**config.mk**
```make
export PLATFORM = sky130hd
export DESIGN_NAME = fetch_queue_flat
export DESIGN_NICKNAME = d
export VERILOG_FILES = /design/src/rtl/fetch_queue_if.sv /design/src/rtl/fetch_queue.sv /design/src/flat_wrapper.sv
export SDC_FILE = /design/constraint.sdc
export NUM_CORES = 1
export LEC_CHECK = 0
export CAP_MARGIN = 20
export CORE_MARGIN = 1.5
export CORE_UTILIZATION = 35
export CTS_BUF_LIST = sky130_fd_sc_hd__clkbuf_8
export CTS_CLUSTER_DIAMETER = 60
export DETAILED_ROUTE_END_ITERATION = 8
export MAX_ROUTING_LAYER = met4
export PLACE_DENSITY = 0.6
export SLEW_MARGIN = 25
export SYNTH_ARGS = -nofsm -noshare
export SYNTH_HDL_FRONTEND = slang
export SYNTH_SLANG_ARGS = --single-unit
```
**constraint.sdc**
```tcl
create_clock -name clk -period 5 [get_ports clk]
set_input_delay 0.5 -clock clk [delete_from_list [all_inputs] [get_ports clk]]
set_output_delay 0.5 -clock clk [all_outputs]
set_load 0.02 [all_outputs]
```
**src/rtl/fetch_queue_if.sv**
```systemverilog
// Fetch front-end bus: instruction memory port, redirect, and decode handshake.
// master = fetch_queue side, slave = memory/decode/branch-unit side.
interface fetch_queue_if #(
  parameter int DEPTH = 4
);
  logic                     imem_req;
  logic [31:0]              imem_addr;
  logic [31:0]              imem_rdata;
  logic                     redirect_valid;
  logic [31:0]              redirect_pc;
  logic                     instr_valid;
  logic                     instr_ready;
  logic [31:0]              instr_out;
  logic [31:0]              pc_out;
  logic                     misalign;
  logic [$clog2(DEPTH):0]   occupancy;

  modport master (
    output imem_req, imem_addr, instr_valid, instr_out, pc_out, misalign, occupancy,
    input  imem_rdata, redirect_valid, redirect_pc, instr_ready
  );

  modport slave (
    input  imem_req, imem_addr, instr_valid, instr_out, pc_out, misalign, occupancy,
    output imem_rdata, redirect_valid, redirect_pc, instr_ready
  );
endinterface

```
**src/rtl/fetch_queue.sv**
```systemverilog
// Instruction fetch front end: owns the fetch PC, issues synchronous imem reads
// and buffers {pc, instr} pairs in a DEPTH-entry FIFO toward decode.
module fetch_queue #(
  parameter int          DEPTH    = 4,
  parameter logic [31:0] RESET_PC = 32'h0000_0000
) (
  input  logic          clk,
  input  logic          rst_n,
  fetch_queue_if.master fq
);
  localparam int AW = $clog2(DEPTH);

  logic [31:0]   fetch_pc;
  logic [31:0]   pend_pc;
  logic          pending;
  logic [31:0]   mem_pc    [DEPTH];
  logic [31:0]   mem_instr [DEPTH];
  logic [AW-1:0] rd_ptr;
  logic [AW-1:0] wr_ptr;
  logic [AW:0]   count;
  logic [AW+1:0] credit;
  logic          req;
  logic          push;
  logic          pop;
  logic          misalign_q;

  // An outstanding read already owns a slot; a same-cycle pop is not credited.
  assign credit = {1'b0, count} + {{(AW + 1){1'b0}}, pending};
  assign req    = rst_n && !fq.redirect_valid && (credit < (AW + 2)'(DEPTH));
  assign push   = pending && !fq.redirect_valid;
  assign pop    = fq.instr_valid && fq.instr_ready;

  assign fq.imem_req    = req;
  assign fq.imem_addr   = fetch_pc;
  assign fq.instr_valid = (count != '0);
  assign fq.instr_out   = fq.instr_valid ? mem_instr[rd_ptr] : '0;
  assign fq.pc_out      = fq.instr_valid ? mem_pc[rd_ptr] : '0;
  assign fq.occupancy   = count;
  assign fq.misalign    = misalign_q;

  always_ff @(posedge clk or negedge rst_n) begin
    if (!rst_n) begin
      fetch_pc   <= RESET_PC;
      pend_pc    <= '0;
      pending    <= 1'b0;
      rd_ptr     <= '0;
      wr_ptr     <= '0;
      count      <= '0;
      misalign_q <= 1'b0;
    end else if (fq.redirect_valid) begin
      fetch_pc   <= {fq.redirect_pc[31:2], 2'b00};
      pending    <= 1'b0;
      rd_ptr     <= '0;
      wr_ptr     <= '0;
      count      <= '0;
      misalign_q <= |fq.redirect_pc[1:0];
    end else begin
      misalign_q <= 1'b0;
      pending    <= req;
      if (req) begin
        pend_pc  <= fetch_pc;
        fetch_pc <= fetch_pc + 32'd4;
      end
      if (push) wr_ptr <= wr_ptr + 1'b1;
      if (pop)  rd_ptr <= rd_ptr + 1'b1;
      unique case ({push, pop})
        2'b10:   count <= count + (AW + 1)'(1);
        2'b01:   count <= count - (AW + 1)'(1);
        default: count <= count;
      endcase
    end
  end

  // Storage needs no reset: entries are only observable through count.
  always_ff @(posedge clk) begin
    if (push) begin
      mem_pc[wr_ptr]    <= pend_pc;
      mem_instr[wr_ptr] <= fq.imem_rdata;
    end
  end

  always @(posedge clk) begin
    if (rst_n) assert (!(push && !pop && count == (AW + 1)'(DEPTH)));
  end
endmodule

```
**src/flat_wrapper.sv**
```systemverilog
// flat-port wrapper written by rule: the top's interface ports become plain ports
module fetch_queue_flat 
#(
  parameter int          DEPTH    = 4,
  parameter logic [31:0] RESET_PC = 32'h0000_0000
)
  (clk, rst_n, fq_imem_req, fq_imem_addr, fq_instr_valid, fq_instr_out, fq_pc_out, fq_misalign, fq_occupancy, fq_imem_rdata, fq_redirect_valid, fq_redirect_pc, fq_instr_ready);
  fetch_queue_if #(.DEPTH(DEPTH)) fq_i ();
  input  logic clk;
  input  logic rst_n;
  output wire logic [$bits(fq_i.imem_req)-1:0] fq_imem_req;
  output wire logic [$bits(fq_i.imem_addr)-1:0] fq_imem_addr;
  output wire logic [$bits(fq_i.instr_valid)-1:0] fq_instr_valid;
  output wire logic [$bits(fq_i.instr_out)-1:0] fq_instr_out;
  output wire logic [$bits(fq_i.pc_out)-1:0] fq_pc_out;
  output wire logic [$bits(fq_i.misalign)-1:0] fq_misalign;
  output wire logic [$bits(fq_i.occupancy)-1:0] fq_occupancy;
  input wire logic [$bits(fq_i.imem_rdata)-1:0] fq_imem_rdata;
  input wire logic [$bits(fq_i.redirect_valid)-1:0] fq_redirect_valid;
  input wire logic [$bits(fq_i.redirect_pc)-1:0] fq_redirect_pc;
  input wire logic [$bits(fq_i.instr_ready)-1:0] fq_instr_ready;
  assign fq_imem_req = fq_i.imem_req;
  assign fq_imem_addr = fq_i.imem_addr;
  assign fq_instr_valid = fq_i.instr_valid;
  assign fq_instr_out = fq_i.instr_out;
  assign fq_pc_out = fq_i.pc_out;
  assign fq_misalign = fq_i.misalign;
  assign fq_occupancy = fq_i.occupancy;
  assign fq_i.imem_rdata = fq_imem_rdata;
  assign fq_i.redirect_valid = fq_redirect_valid;
  assign fq_i.redirect_pc = fq_redirect_pc;
  assign fq_i.instr_ready = fq_instr_ready;
  fetch_queue #(.DEPTH(DEPTH), .RESET_PC(RESET_PC)) u_core (.clk(clk), .rst_n(rst_n), .fq(fq_i));
endmodule
```
# After elaboration in Yosys (flattened, before gate mapping)

Memory sizes are Yosys's and may differ from the RTL's.
Index checks and enable logic that the tools add are counted.

Bitwise logic cells: 1
Multipliers: 0
Divide/modulo/power cells: 0
Reductions and logical operators: 12
$lt $le $gt $ge: 1
Add/sub/neg operators: 6
Shifts and indexed selects: 0
Multiplexer cells: 14
Equal/unequal tests: 2

Operators with widths:

| cell                                                                 | count |
|---|---|
| 32-bit 2-to-1 mux                                                    | 4 |
| 32-bit by 3-bit adder with 32-bit output, second input constant      | 1 |
| 2-bit 2-to-1 mux                                                     | 4 |
| 3-bit one-hot mux with 2 select lines                                | 1 |
| 2-bit nonzero test                                                   | 3 |
| 3-bit nonzero test                                                   | 2 |
| 2-bit by 1-bit adder with 2-bit output, second input constant        | 2 |
| 3-bit by 1-bit adder with 4-bit output                               | 1 |
| 1-bit logical AND                                                    | 4 |
| 4-bit by 3-bit < comparator with 1-bit output, second input constant | 1 |
| 1-bit 2-to-1 mux                                                     | 4 |
| 3-bit by 1-bit adder with 3-bit output, second input constant        | 1 |
| 3-bit 2-to-1 mux                                                     | 1 |
| 3-bit by 1-bit subtractor with 3-bit output, second input constant   | 1 |
| 2-bit by 1-bit == test with 1-bit output, second input constant      | 1 |
| 2-bit == test, second input constant                                 | 1 |
| 2-bit AND reduction                                                  | 1 |
| 2-bit OR reduction                                                   | 1 |
| 1-bit logical NOT                                                    | 1 |
| 1-bit inverter                                                       | 1 |

Input port bits: 68
Word-level logic and storage cells: 45
Bits in latches: 0
Output and inout port bits: 102
Bits in writable memories: 256
ROM bits: 0
Register bits after elaboration: 73
Memories kept: 2

Memory list:

| name             | words | bits a word | rd ports | clocked after Yosys merged registers in | write ports | RTL line          | text |
|---|---|---|---|---|---|---|---|
| u_core.mem_instr | 4     | 32          | 1        | 0                                       | 1           | fetch_queue.sv:17 | `logic [31:0] mem_instr [DEPTH];` |
| u_core.mem_pc    | 4     | 32          | 1        | 0                                       | 1           | fetch_queue.sv:16 | `logic [31:0] mem_pc [DEPTH];` |

# Depth between registers and ports, before layout

Gate-level depths: netlist of run 1.

Depth after elaboration: 5
Depth in mapped cells: 8
Gate-level depth less buffers: 7

# Worst setup path before layout of run 1

No wires, ideal clock.

Path kind: input -> register
Start point: input port fq_redirect_valid
End point: memory u_core.mem_instr[0][0] (enable)
Path buffers: 1
Required time: 4.573 ns
Arrival time: 2.384 ns
Path slack: 2.190 ns
Library setup time: 0.427 ns
Stages: 3
Cell sequence: clkbuf_1 -> nor2b_1 -> and2_1

Longest elaborated chain between the ends: 4

Ends and longest elaborated chain:

| element                                | RTL line           | text |
|---|---|---|
| start: declaration                     | flat_wrapper.sv:19 | `input wire logic [$bits(fq_i.redirect_valid)-1:0] fq_redirect_valid;` |
| 1-bit logical NOT                      | fetch_queue.sv:30  | `assign push = pending && !fq.redirect_valid;` |
| 1-bit logical AND                      | fetch_queue.sv:30  |  |
| 1-bit 2-to-1 mux                       | fetch_queue.sv:76  | `if (push) begin` |
| 1-bit 2-to-1 mux (not written as such) | fetch_queue.sv:78  | `mem_instr[wr_ptr] <= fq.imem_rdata;` |
| end: declaration                       | fetch_queue.sv:17  |  |

No other way between the ends.

# Worst setup path in the final report of run 1

Start point: register u_core.count[0], in the netlist u_core.fq.occupancy[0]
End point: output port fq_instr_out[3]

Longest elaborated chain between the ends: 2

Ends and longest elaborated chain:

| element                  | RTL line           | text |
|---|---|---|
| start: declaration       | fetch_queue.sv:20  | `logic [AW:0] count;` |
| start signal: assignment | fetch_queue.sv:67  | `2'b10: count <= count + (AW + 1)'(1);` |
| start signal: assignment | fetch_queue.sv:68  | `2'b01: count <= count - (AW + 1)'(1);` |
| start signal: assignment | fetch_queue.sv:69  | `default: count <= count;` |
| 3-bit nonzero test       | fetch_queue.sv:35  | `assign fq.instr_valid = (count != '0);` |
| 32-bit 2-to-1 mux        | fetch_queue.sv:36  | `assign fq.instr_out = fq.instr_valid ? mem_instr[rd_ptr] : '0;` |
| end: declaration         | flat_wrapper.sv:14 | `output wire logic [$bits(fq_i.instr_out)-1:0] fq_instr_out;` |

No other way between the ends.

==> results of run 1 <==
==> final cells by class <==
type                            instances  area (µm²)
Clock inverter                         42       180.2
Clock buffer                           57       784.5
Timing Repair Buffer                  177        1782
Fill cell                            3249       19870
Tap cell                              461       576.8
Antenna cell                            1       2.502
Inverter                                6       22.52
Sequential cell                       317        9181
Multi-Input combinational cell        418        3428
==> timing repair <==
action | in CTS | in global routing
hold buffers | 1 | 0
setup endpoints to repair | 0 | 0
hold endpoints to repair | 14 | 0
==> state kept, by name (all words and copies together) (netlist names) <==
register,count
u_core.mem_instr,128
u_core.mem_pc,120
u_core.fq.imem_addr,30
u_core.pend_pc,30
u_core.fq.occupancy,3
u_core.rd_ptr,2
u_core.wr_ptr,2
u_core.fq.misalign,1
u_core.pending,1
==> metal layers <==
metal	wire, µm	part of all wire, %
met5	0	0
met4	648	2.2
met3	1675	5.7
met2	13710	47
met1	13330	45
==> cells by family after synthesis <==
group	after synthesis	share of synthesized area (%)
flops	317	71.57
mux	66	11.22
fa+ha+maj	6	0.6443
compound gates	53	2.821
buf+inv	51	1.913
simple gates	279	11.12
xor+xnor	10	0.6834
other cells	1	0.02926
==> Yosys cell counts (7+ instances only) <==
library cell | instances | area share (%)
nand3_1 | 20 | 0.78
o21ai_0 | 16 | 0.62
edfxtp_1 | 248 | 58
nand3b_1 | 7 | 0.41
mux4_2 | 62 | 11
nand4_1 | 14 | 0.68
dfrtp_1 | 69 | 13
nand2_1 | 123 | 3.6
nor2_1 | 17 | 0.50
clkbuf_1 | 23 | 0.67
buf_2 | 8 | 0.31
and2_1 | 66 | 3.2
o211ai_1 | 11 | 0.64
xor2_1 | 7 | 0.48
==> worst max-delay path by stage <==
stage,start,end,slack (ns),cells past startpoint
3_5_place_dp,fq_redirect_valid,u_core.mem_pc[0][29],2.09,5
5_1_grt,u_core.fq.occupancy[0],fq_instr_out[2],1.45,4
3_3_place_gp,fq_redirect_valid,u_core.mem_pc[3][29],2.04,5
4_1_cts,u_core.rd_ptr[1],fq_pc_out[13],1.51,3
2_1_floorplan,fq_redirect_valid,u_core.mem_instr[0][0],2.19,3
6_report,u_core.fq.occupancy[0],fq_instr_out[3],1.61,4
==> cells in the final DEF (no fill, tap or decap), types with 19 or more instances in the layout <==
master	n
nand2_1	123
inv_1	20
clkbuf_8	57
edfxtp_1	248
dfrtp_1	67
mux4_2	62
clkdlybuf4s50_1	163
and2_1	62
nand3_1	19
==> stage by stage <==
stage / hold WS [ns] / cells
6_report: 0.2094 / 1479
5_1_grt: 0.1820 / 1479
4_1_cts: 0.1508 / 1477
3_5_place_dp: 0.4114 / 1377
3_3_place_gp: 0.4074 / 1376
2_1_floorplan: 0.2044 / 786
==> power groups by stage <==
stage | clock network [µW] | logic (µW) | registers [µW]
floorplan | 0 | 1270 | 3430
global placement | 0 | 2200 | 3490
detailed placement | 0 | 2210 | 3500
CTS | 2160 | 2220 | 3450
global route | 2260 | 2370 | 3470
finish | 2080 | 2180 | 3420
==> results by group, run 1 <==
GRT
  • GRT met2 Usage: roughly a quarter
  • Met3 Use GR: roughly 4.4%
  • Gr ovfl total: 0
  • First-pass GRT wire length: 46090 µm
  • Gr usage total: 16.40%
  • Met1 track demand over resource: 21.39%
  • Vias in the first global route: 7813
  • Gr busiest metal: met2
  • Largest net degree at the start of global routing: 65
  • Initial antenna violation count: 1

Timing
  • RSZ-0062 raised after global routing: no
  • Post-Route Setup TNS: 0 ns
  • Final hold vios: 0
  • Worst Slack Setup Final: ~1.6 ns
  • Rel. slew slack: 47.96%
  • Fin crit period: 3.391 ns
  • # setup viols final: 0
  • Clock skew: 0.01514 ns
  • Final Cycle Share: between 60 and 70%
  • Worst Tran Pin Value: 0.7807 ns
  • Fmax: about 290 MHz
  • Slew Viols, Final: 0

Pwr
  • Combinational share of power: roughly 28%
  • Leak Pwr: 0.005594 µW
  • Sw power: 2391 µW
  • Clk pwr share: 27.0%
  • Power Density: 481.6 nW/µm²
  • Total Power: 7685 µW
  • Cell Int Power: 5294 µW
  • Switching Share: 31.12%
  • Seq pwr share: 44.6%
  • VDD IR max: ~0.00022 V

Final layout
  • Layout Nets: 1048
  • Synth-to-layout area growth: 24.50%
  • Finished Core Util: 44.54%
  • Layout cell share with drive strength beyond 1: roughly 16%
  • Post-route cell area: 15960 µm²

Route
  • Total length of routed wires: 29360 µm
  • DRC violations left: 0
  • Drt pass-1 iters: 5
  • Via Count: 7264
  • Routed wire per std cell: 19.85 µm
  • Antenna-violating nets left: 0
  • Vias per cell: 4.911
  • DR iter-0 viols: 304

Worst setup path
  • Largest stage delay, worst path: 0.77 ns
  • Worst path bufs/invs: 2
  • R2R setup slack: approximately 2.2 ns
  • Reg2reg start: u_core.fq.occupancy[0]
  • Endpoint type of the worst setup path: output port
  • Worst EP arrival: 2.89 ns
  • Startpoint Class: flip-flop
  • Crit-path slowest cell: or3_2
  • Critical Path RT: approximately 4.5 ns
  • Reg2reg end: u_core.fq.occupancy[2]
  • Worst Path Max Fanout: 43
  • Crit-path leading delay family: simple AND/OR/NAND/NOR gates
  • R2R cell count: 8
  • WS Path Type: reg -> out
  • Critical-path cell list: or3_2 -> buf_4 -> and2_1 -> clkdlybuf4s50_1

CTS
  • Clock Tree Root: clkbuf_8
  • Setup Fix Bufs, Post-CTS: 0
  • Clock transition at path regs: 0.05 ns
  • Clock Latency Late Sink: between 0.5 and 0.6 ns
  • CTS tree: yes
  • Clock sink total: between 300 and 400
  • Total CTS buffers: 54
  • Post-CTS Resized: 0
  • Longest Clk Path Bufs: 3
  • # H-tree levels: 2

Synth
  • Number of synthesized flops with an enable pin: 248
  • Async SR Flop Fraction: 21.77%
  • Seq cells post-synth: 317
  • Synth Cell Area: between 10000 and 15000 µm²
  • YS warnings: 0
  • Avg Inst Size Synth: 16.37 µm²
  • Synthesized instance count: 783
  • Synth unique cells: 52
  • Share of the yosys chip area belonging to registers: between 70% and 80%
  • Ys flop type: edfxtp_1

Die
  • Rows: about 70
  • Initial Util: a little over a third
  • Die Height: 194.4 µm
  • Die area: ~38000 µm²
  • I/O pin cnt: 170
  • Die Width: roughly 190 µm
  • CORE AREA: between 30000 and 40000 µm²

Outcome
  • Status: complete, no violations

Min path
  • Hold depth: 2
  • Hold Path End: u_core.fq.misalign
  • Worst hold path class: in -> reg
  • Worst hold start: fq_redirect_valid

Placed design
  • GPL Wtd Cong: slightly below 0.8
  • IO Port Bufs: 165
  • Placed inst area: 14950 µm²
  • DP Worst Slack: 2.092 ns
  • Final HPWL DP: 17440 µm

Job
  • Maxcap violations: 0
No activity file was read; power rests on OpenSTA's default activity.
==> run 2: changes to the inputs <==
Settings changed: PLACE_DENSITY 0.6 to 0.62.
Clock period 5 ns to 2.8 ns, I/O delays scaled along.
==> run 2 against run 1 <==
  * Clock skew increased by 0.0067 ns
  * Combinational power rose by 79%
  * Sequential cell count unchanged
  * First-iteration DRC count is 26% higher
  * Non-clock buffer count grew 26
  * Critical endpoint is now fq_instr_out[20]
  * Die area stayed put
  * Utilization increased by 1.2 points
  * Via count up 1.0%
  * Setup slack lost 1.5 ns
  * Critical path depth grew 1
  * Highest routed layer unchanged
  * Worst hold slack worse by 0.14 ns
  * Wire length increased by 0.27%
==> results by group, run 2 (synthesized netlist as in run 1, its figures left out) <==
Outcome
  • Status: complete, no violations

Final layout
  • Most flop-heavy register: u_core.mem_instr
  • Max reg flops: 128
  • Area of the multi-input gates: 3426 µm²
  • Layout Nets: around 1100
  • Most frequent cells in the layout: 248 x edfxtp_1, 123 x nand2_1, 101 x clkdlybuf4s50_1, 67 x dfrtp_1
  • Biggest regs: u_core.mem_instr (128), u_core.mem_pc (120)
  • Layout cell share with drive strength beyond 1: between 10% and 20%
  • Synth-to-layout area growth: 27.85%
  • Reg area: 9181 µm²
  • Fillers: 3176
  • Post-route cell area: 16390 µm²
  • Most common cell after layout, fill and taps aside: edfxtp_1

Worst setup path
  • WS Path Type: reg -> out
  • R2R cell count: 7
  • R2R setup slack: 0.52 ns
  • Worst EP arrival: around 2.4 ns
  • Critical Path RT: 2.52 ns
  • Startpoint Class: flip-flop
  • Worst Path Max Fanout: 13
  • Reg2reg start: u_core.fq.occupancy[0]
  • Endpoint type of the worst setup path: output port
  • Reg2reg end: u_core.fq.occupancy[2]

Timing
  • Fmax: 371.7 MHz
  • Slew Viols, Final: 0
  • Clock skew: 0.02183 ns
  • Worst Tran Pin Value: 0.7223 ns
  • RSZ-0062 raised after global routing: no
  • Fin crit period: 2.690 ns
  • Final Cycle Share: between 90% and 100%
  • Post-Route Setup TNS: 0 ns
  • # setup viols final: 0
  • Worst Slack Setup Final: 0.1098 ns
  • Final hold vios: 0
  • Rel. slew slack: 51.85%

Die
  • Rows: 69
  • Die area: 37780 µm²
  • CORE AREA: 35830 µm²
  • Die Width: around 190 µm
  • Initial Util: 35.77%
  • I/O pin cnt: 170
  • Die Height: 194.4 µm

GRT
  • First-pass GRT wire length: 45980 µm
  • Gr ovfl total: 0
  • Gr usage total: 16.36%
  • Initial antenna violation count: 1
  • Vias in the first global route: a little under 8000
  • Largest net degree at the start of global routing: 56

CTS
  • Clock Latency Late Sink: slightly below 0.6 ns
  • Clock transition at path regs: 0.06 ns
  • Total CTS buffers: 54
  • Clock sink total: 317
  • CTS tree: yes
  • Longest Clk Path Bufs: 3
  • Clock Tree Root: clkbuf_8
  • # H-tree levels: 2

Route
  • DRC violations left: 0
  • Antenna-violating nets left: 0
  • Vias per cell: 4.878
  • Via Count: 7337
  • Routed wire per std cell: 19.58 µm
  • Total length of routed wires: 29440 µm
  • DR iter-0 viols: 382
  • Drt pass-1 iters: 7

Pwr
  • Leak Pwr: between 0.006 and 0.007 µW
  • VDD IR max: 0.0003846 V
  • Power Density: 871.6 nW/µm²
  • Total Power: 14280 µW

Placed design
  • Placed inst area: 15220 µm²
  • Final HPWL DP: about 19000 µm
  • IO Port Bufs: 165
  • DP Worst Slack: 0.4055 ns
  • GPL Wtd Cong: 0.7992

Job
  • Maxcap violations: 0

Min path
  • Worst hold path class: in -> reg
  • Hold Path End: u_core.wr_ptr[0]
  • Worst hold start: fq_redirect_valid
  • Hold depth: 2
run 2: cell count changes in the layout (fill, tap and decap cells not counted), sizes merged:
cell,delta
dlygate4sd2,+57
clkbuf,-1
buf,+30
clkinvlp,+2
clkinv,-9
bufinv,+6
clkdlybuf4s15,+1
inv,+1
clkdlybuf4s50,-62
run 2: stage by stage:
stage	hold slack (ns)	instances	utilization, %
after floorplan	-0.01559	786	-
after detailed placement	0.1953	1396	42.48
after CTS	0.01414	1503	45.73
after global placement	0.1997	1396	42.48
after global routing	0.03631	1504	45.74
final	0.06440	1504	45.74
run 2: how the worst max path moves through the flow:
| stage | from | end | slack (ns) | cells after the start |
|---|---|---|---|---|
| 5_1_grt | u_core.rd_ptr[0] | fq_pc_out[2] | 0.006 | 5 |
| 2_1_floorplan | u_core.pending | u_core.mem_instr[0][0] | 0.18 | 3 |
| 3_5_place_dp | u_core.rd_ptr[0] | fq_instr_out[13] | 0.41 | 4 |
| 4_1_cts | u_core.rd_ptr[0] | fq_instr_out[13] | 0.03 | 5 |
| 6_report | u_core.rd_ptr[0] | fq_instr_out[20] | 0.11 | 5 |
| 3_3_place_gp | u_core.rd_ptr[0] | fq_instr_out[13] | 0.41 | 4 |
run 2: layout make-up:
type                            instances  share of cell area [%]
Sequential cell                       317                   56.03
Antenna cell                            1                 0.01527
Timing Repair Buffer                  203                   12.61
Clock inverter                         42                   2.084
Multi-Input combinational cell        418                   20.91
Inverter                                6                  0.1374
Clock buffer                           56                   4.703
Tap cell                              461                   3.520
run 2: report_power, final:
| part | switching (µW) | total, µW | internal [µW] |
|---|---|---|---|
| combinational | 2050 | 3900 | 1850 |
| sequential | 462 | 6120 | 5660 |
| clock | 1850 | 4260 | 2410 |
run 2: worst max-delay path, stage by stage (launching register included):
cell and delay, ns:
dfrtp_4 0.52, buf_12 0.14, buf_12 0.16, mux4_2 0.52, and2_1 0.18, dlygate4sd2_1 0.32
run 2: what timing repair did:
action	in CTS	in global routing
setup buffers	7	0
gates cloned	1	0
gates resized for setup	61	1
hold buffers	1	0
endpoints found under the hold margin	17	0
setup endpoints to repair	59	1
run 2: routing by layer:
metal | vias up | GRT usage, % | wire [µm]
li1 | 3415 | - | -
met1 | 3630 | 21.99 | 13500
met2 | 232 | 24.87 | 13570
met3 | 60 | 3.644 | 1673
met4 | 0 | 5.006 | 696
met5 | - | - | 0
==> run 3: changes to the inputs <==
Settings changed: ABC_AREA set to 1.
==> run 3 against run 2 <==
  * Sequential cell count did not move
  * Clock-buffer cell count did not move
  * Clock skew rose by 0.0046 ns
  * Critical path depth did not move
  * Utilization fell by 0.91 points
  * Die area rose by 4.2%
  * Maximum frequency rose by 0.66%
  * Sequential share of layout area fell by 1.7 points
  * Non-clock buffer count fell by 5
  * Power fell by 21%
  * Critical endpoint is now fq_instr_out[3]
  * Largest cell class unchanged
  * Largest power group unchanged
==> results by group, run 3 <==
Die
  • Initial Util: 35.48%
  • CORE AREA: 37670 µm²
  • Die Height: approximately 200 µm
  • Rows: 71
  • Die area: 39360 µm²
  • Die Width: approximately 200 µm
  • I/O pin cnt: 170

Worst setup path
  • Startpoint Class: flip-flop
  • Largest stage delay, worst path: 0.62 ns
  • Critical-path cell list: inv_8 -> buf_6 -> o21ai_0 -> a21oi_1 -> clkdlybuf4s50_1
  • Endpoint type of the worst setup path: output port
  • Worst Path Max Fanout: 23
  • R2R setup slack: 0.83 ns
  • Crit path capture: fq_instr_out[3]
  • WS Path Type: reg -> out
  • Critical Path RT: between 2 and 3 ns
  • R2R cell count: 10
  • Crit-path slowest cell: clkdlybuf4s50_1
  • Reg2reg end: u_core.fq.occupancy[2]
  • Worst EP arrival: 2.39 ns
  • Reg2reg start: u_core.fq.occupancy[0]
  • Crit path from: u_core.rd_ptr[0]

Final layout
  • Antenna cell count: 0
  • Post-route cell area: 16880 µm²
  • Layout Nets: 1513
  • Most common cell after layout, fill and taps aside: nor2_1
  • Most flop-heavy register: u_core.mem_instr
  • Synth-to-layout area growth: 26.34%
  • Most frequent cells in the layout: 318 x nor2_1, 248 x edfxtp_1, 162 x o21ai_0, 140 x nand2_1, 108 x clkdlybuf4s50_1
  • Layout cell share with drive strength beyond 1: 8.637%
  • Post-Layout Cell Count: 1993
  • Max reg flops: 128
  • Biggest regs: u_core.mem_instr (128), u_core.mem_pc (120)

Placed design
  • IO Port Bufs: approximately 170
  • Placed inst area: ~16000 µm²
  • GPL Wtd Cong: 0.8444
  • # placed instances: 1890
  • Final HPWL DP: 20820 µm

Route
  • Via Count: 9506
  • Total length of routed wires: around 34000 µm
  • Drt pass-1 iters: 5
  • Routed wire per std cell: 16.94 µm
  • DRC violations left: 0
  • Antenna-violating nets left: 0
  • Vias per cell: between 4 and 5
  • DR iter-0 viols: 525

Synth
  • Synth unique cells: 33
  • Most common library cells after synthesis: 322 x nor2_1, 248 x edfxtp_1, 162 x o21ai_0
  • Post-synth top area share: between 50% and 60%
  • Yosys top cell by area: edfxtp_1
  • Synthesized instance count: 1248
  • Most common cell in the netlist: nor2_1
  • Avg Inst Size Synth: 10.71 µm²
  • Synth Cell Area: about 13000 µm²
  • YS warnings: 0
  • Synth area leaders: edfxtp_1 56%, dfrtp_1 13%, nor2_1 9.0%, o21ai_0 6.1%, nand2_1 3.9%
  • Seq cells post-synth: roughly 320
  • Share of the yosys chip area belonging to registers: 68.65%
  • Number of synthesized flops with an enable pin: ~250
  • Async SR Flop Fraction: 21.77%
  • Ys flop type: edfxtp_1

GRT
  • Vias in the first global route: 9648
  • Initial antenna violation count: 0
  • Gr usage total: 17.77%
  • Gr ovfl total: 0
  • First-pass GRT wire length: 52500 µm
  • Largest net degree at the start of global routing: 72

Pwr
  • Leak Pwr: 0.006898 µW
  • Power Density: ~670 nW/µm²
  • VDD IR max: 0.0002922 V

Timing
  • Final hold vios: 0
  • RSZ-0062 raised after global routing: yes
  • Slew Viols, Final: 0
  • # setup viols final: 0
  • Final Cycle Share: 95.45%
  • Fin crit period: 2.672 ns
  • Fmax: 374.2 MHz
  • Clock skew: 0.02638 ns

Outcome
  • Status: complete, no violations

Job
  • Maxcap violations: 0

CTS
  • CTS tree: yes
  • Clock Tree Root: clkbuf_8
  • Total CTS buffers: 54
  • Clock Latency Late Sink: 0.57 ns
  • Longest Clk Path Bufs: 3
  • Setup Fix Bufs, Post-CTS: 0
  • # H-tree levels: 2
  • Clock transition at path regs: 0.06 ns
  • Clock sink total: 317

Min path
  • Worst hold path class: in -> async
[run 3: cell types whose count changed in the layout (fill, tap and decap cells not counted), moves of 7 or more]
cell / before / now
mux4_2: 62 / 0
nor2_2: 0 / 13
buf_4: 24 / 16
o21ai_0: 16 / 162
inv_1: 21 / 84
a21oi_1: 6 / 65
nand2_1: 123 / 140
dlymetal6s2s_1: 0 / 31
nor2_1: 17 / 318
nand3_1: 19 / 41
and2_1: 62 / 0
dlygate4sd2_1: 57 / 24
clkdlybuf4s50_1: 101 / 108
[run 3: final cells by class]
| type | count | area, µm² |
|---|---|---|
| Sequential cell | 317 | 9179 |
| Clock inverter | 43 | 196.4 |
| Clock buffer | 56 | 770.7 |
| Timing Repair Buffer | 198 | 2186 |
| Multi-Input combinational cell | 804 | 3660 |
| Inverter | 64 | 252.7 |
| Fill cell | 3570 | 20780 |
| Tap cell | 511 | 639.4 |
[run 3: critical path, delay by kind of cell, from the launching register on]
kind                   cells  cell delay [ns]
buffers and inverters      3             1.01
DFF                        1             0.56
AOI/OAI and AO/OA          2             0.25
[run 3: kinds of logic (layout without fill, tap and decap cells)]
| group | count (synthesis) | after routing | share of synthesized area [%] |
|---|---|---|---|
| adder cells (fa/ha/maj) | 6 | 6 | 0.6179 |
| buffers and inverters | 130 | 361 | 4.279 |
| AND/OR/NAND/NOR | 546 | 546 | 16.80 |
| flip-flops | 317 | 317 | 68.65 |
| XOR/XNOR | 5 | 5 | 0.3277 |
| AO/OA/AOI/OAI | 243 | 243 | 9.306 |
| other | 1 | 4 | 0.02806 |
[run 3: metrics by stage]
step / hold WS [ns] / setup WS (ns) / utilization [%] / setup TNS (ns) / power [µW]
final: 0.2981 / 0.1275 / 44.82 / 0 / 11310
after global routing: 0.2976 / -0.003229 / 44.82 / -0.003229 / 11880
after CTS: 0.05804 / -0.09371 / 44.32 / -0.09371 / 11420
after detailed placement: 0.5075 / 0.3611 / 41.77 / 0 / 7717
after global placement: 0.4949 / 0.4129 / 41.77 / 0 / 7689
after floorplan: -0.01559 / -0.9245 / - / -229.28 / 6699
[run 3: timing repair]
item / 4_1_cts / 5_1_grt
hold endpoints to repair: 0 / 16
hold buffers: 0 / 1
endpoints found under the setup margin: 57 / 36
pin swaps: 0 / 0
gates resized for setup: 30 / 37
cloned: 0 / 2
[run 3: how the worst min path moves through the flow]
stage / to / cells after the start / from
after floorplan: u_core.fq.imem_addr[10] / 0 / rst_n
after global placement: u_core.mem_pc[0][25] / 0 / u_core.pend_pc[25]
after detailed placement: u_core.mem_pc[3][6] / 0 / u_core.pend_pc[6]
after CTS: u_core.fq.imem_addr[21] / 2 / rst_n
after global routing: u_core.pend_pc[22] / 3 / rst_n
final: u_core.fq.imem_addr[23] / 3 / rst_n
[run 3: where the power goes]
part | switching (µW) | internal, µW
Sequential | 249 | 5370
Clock | 1770 | 1930
Combinational | 1210 | 775
[run 3: layer usage]
layer / track usage (%) / wire (µm) / vias up
met5: - / 0 / -
met4: 4.693 / 652 / 0
met3: 3.103 / 1979 / 51
met2: 28.51 / 15590 / 292
met1: 23.35 / 15550 / 4519
li1: - / - / 4644
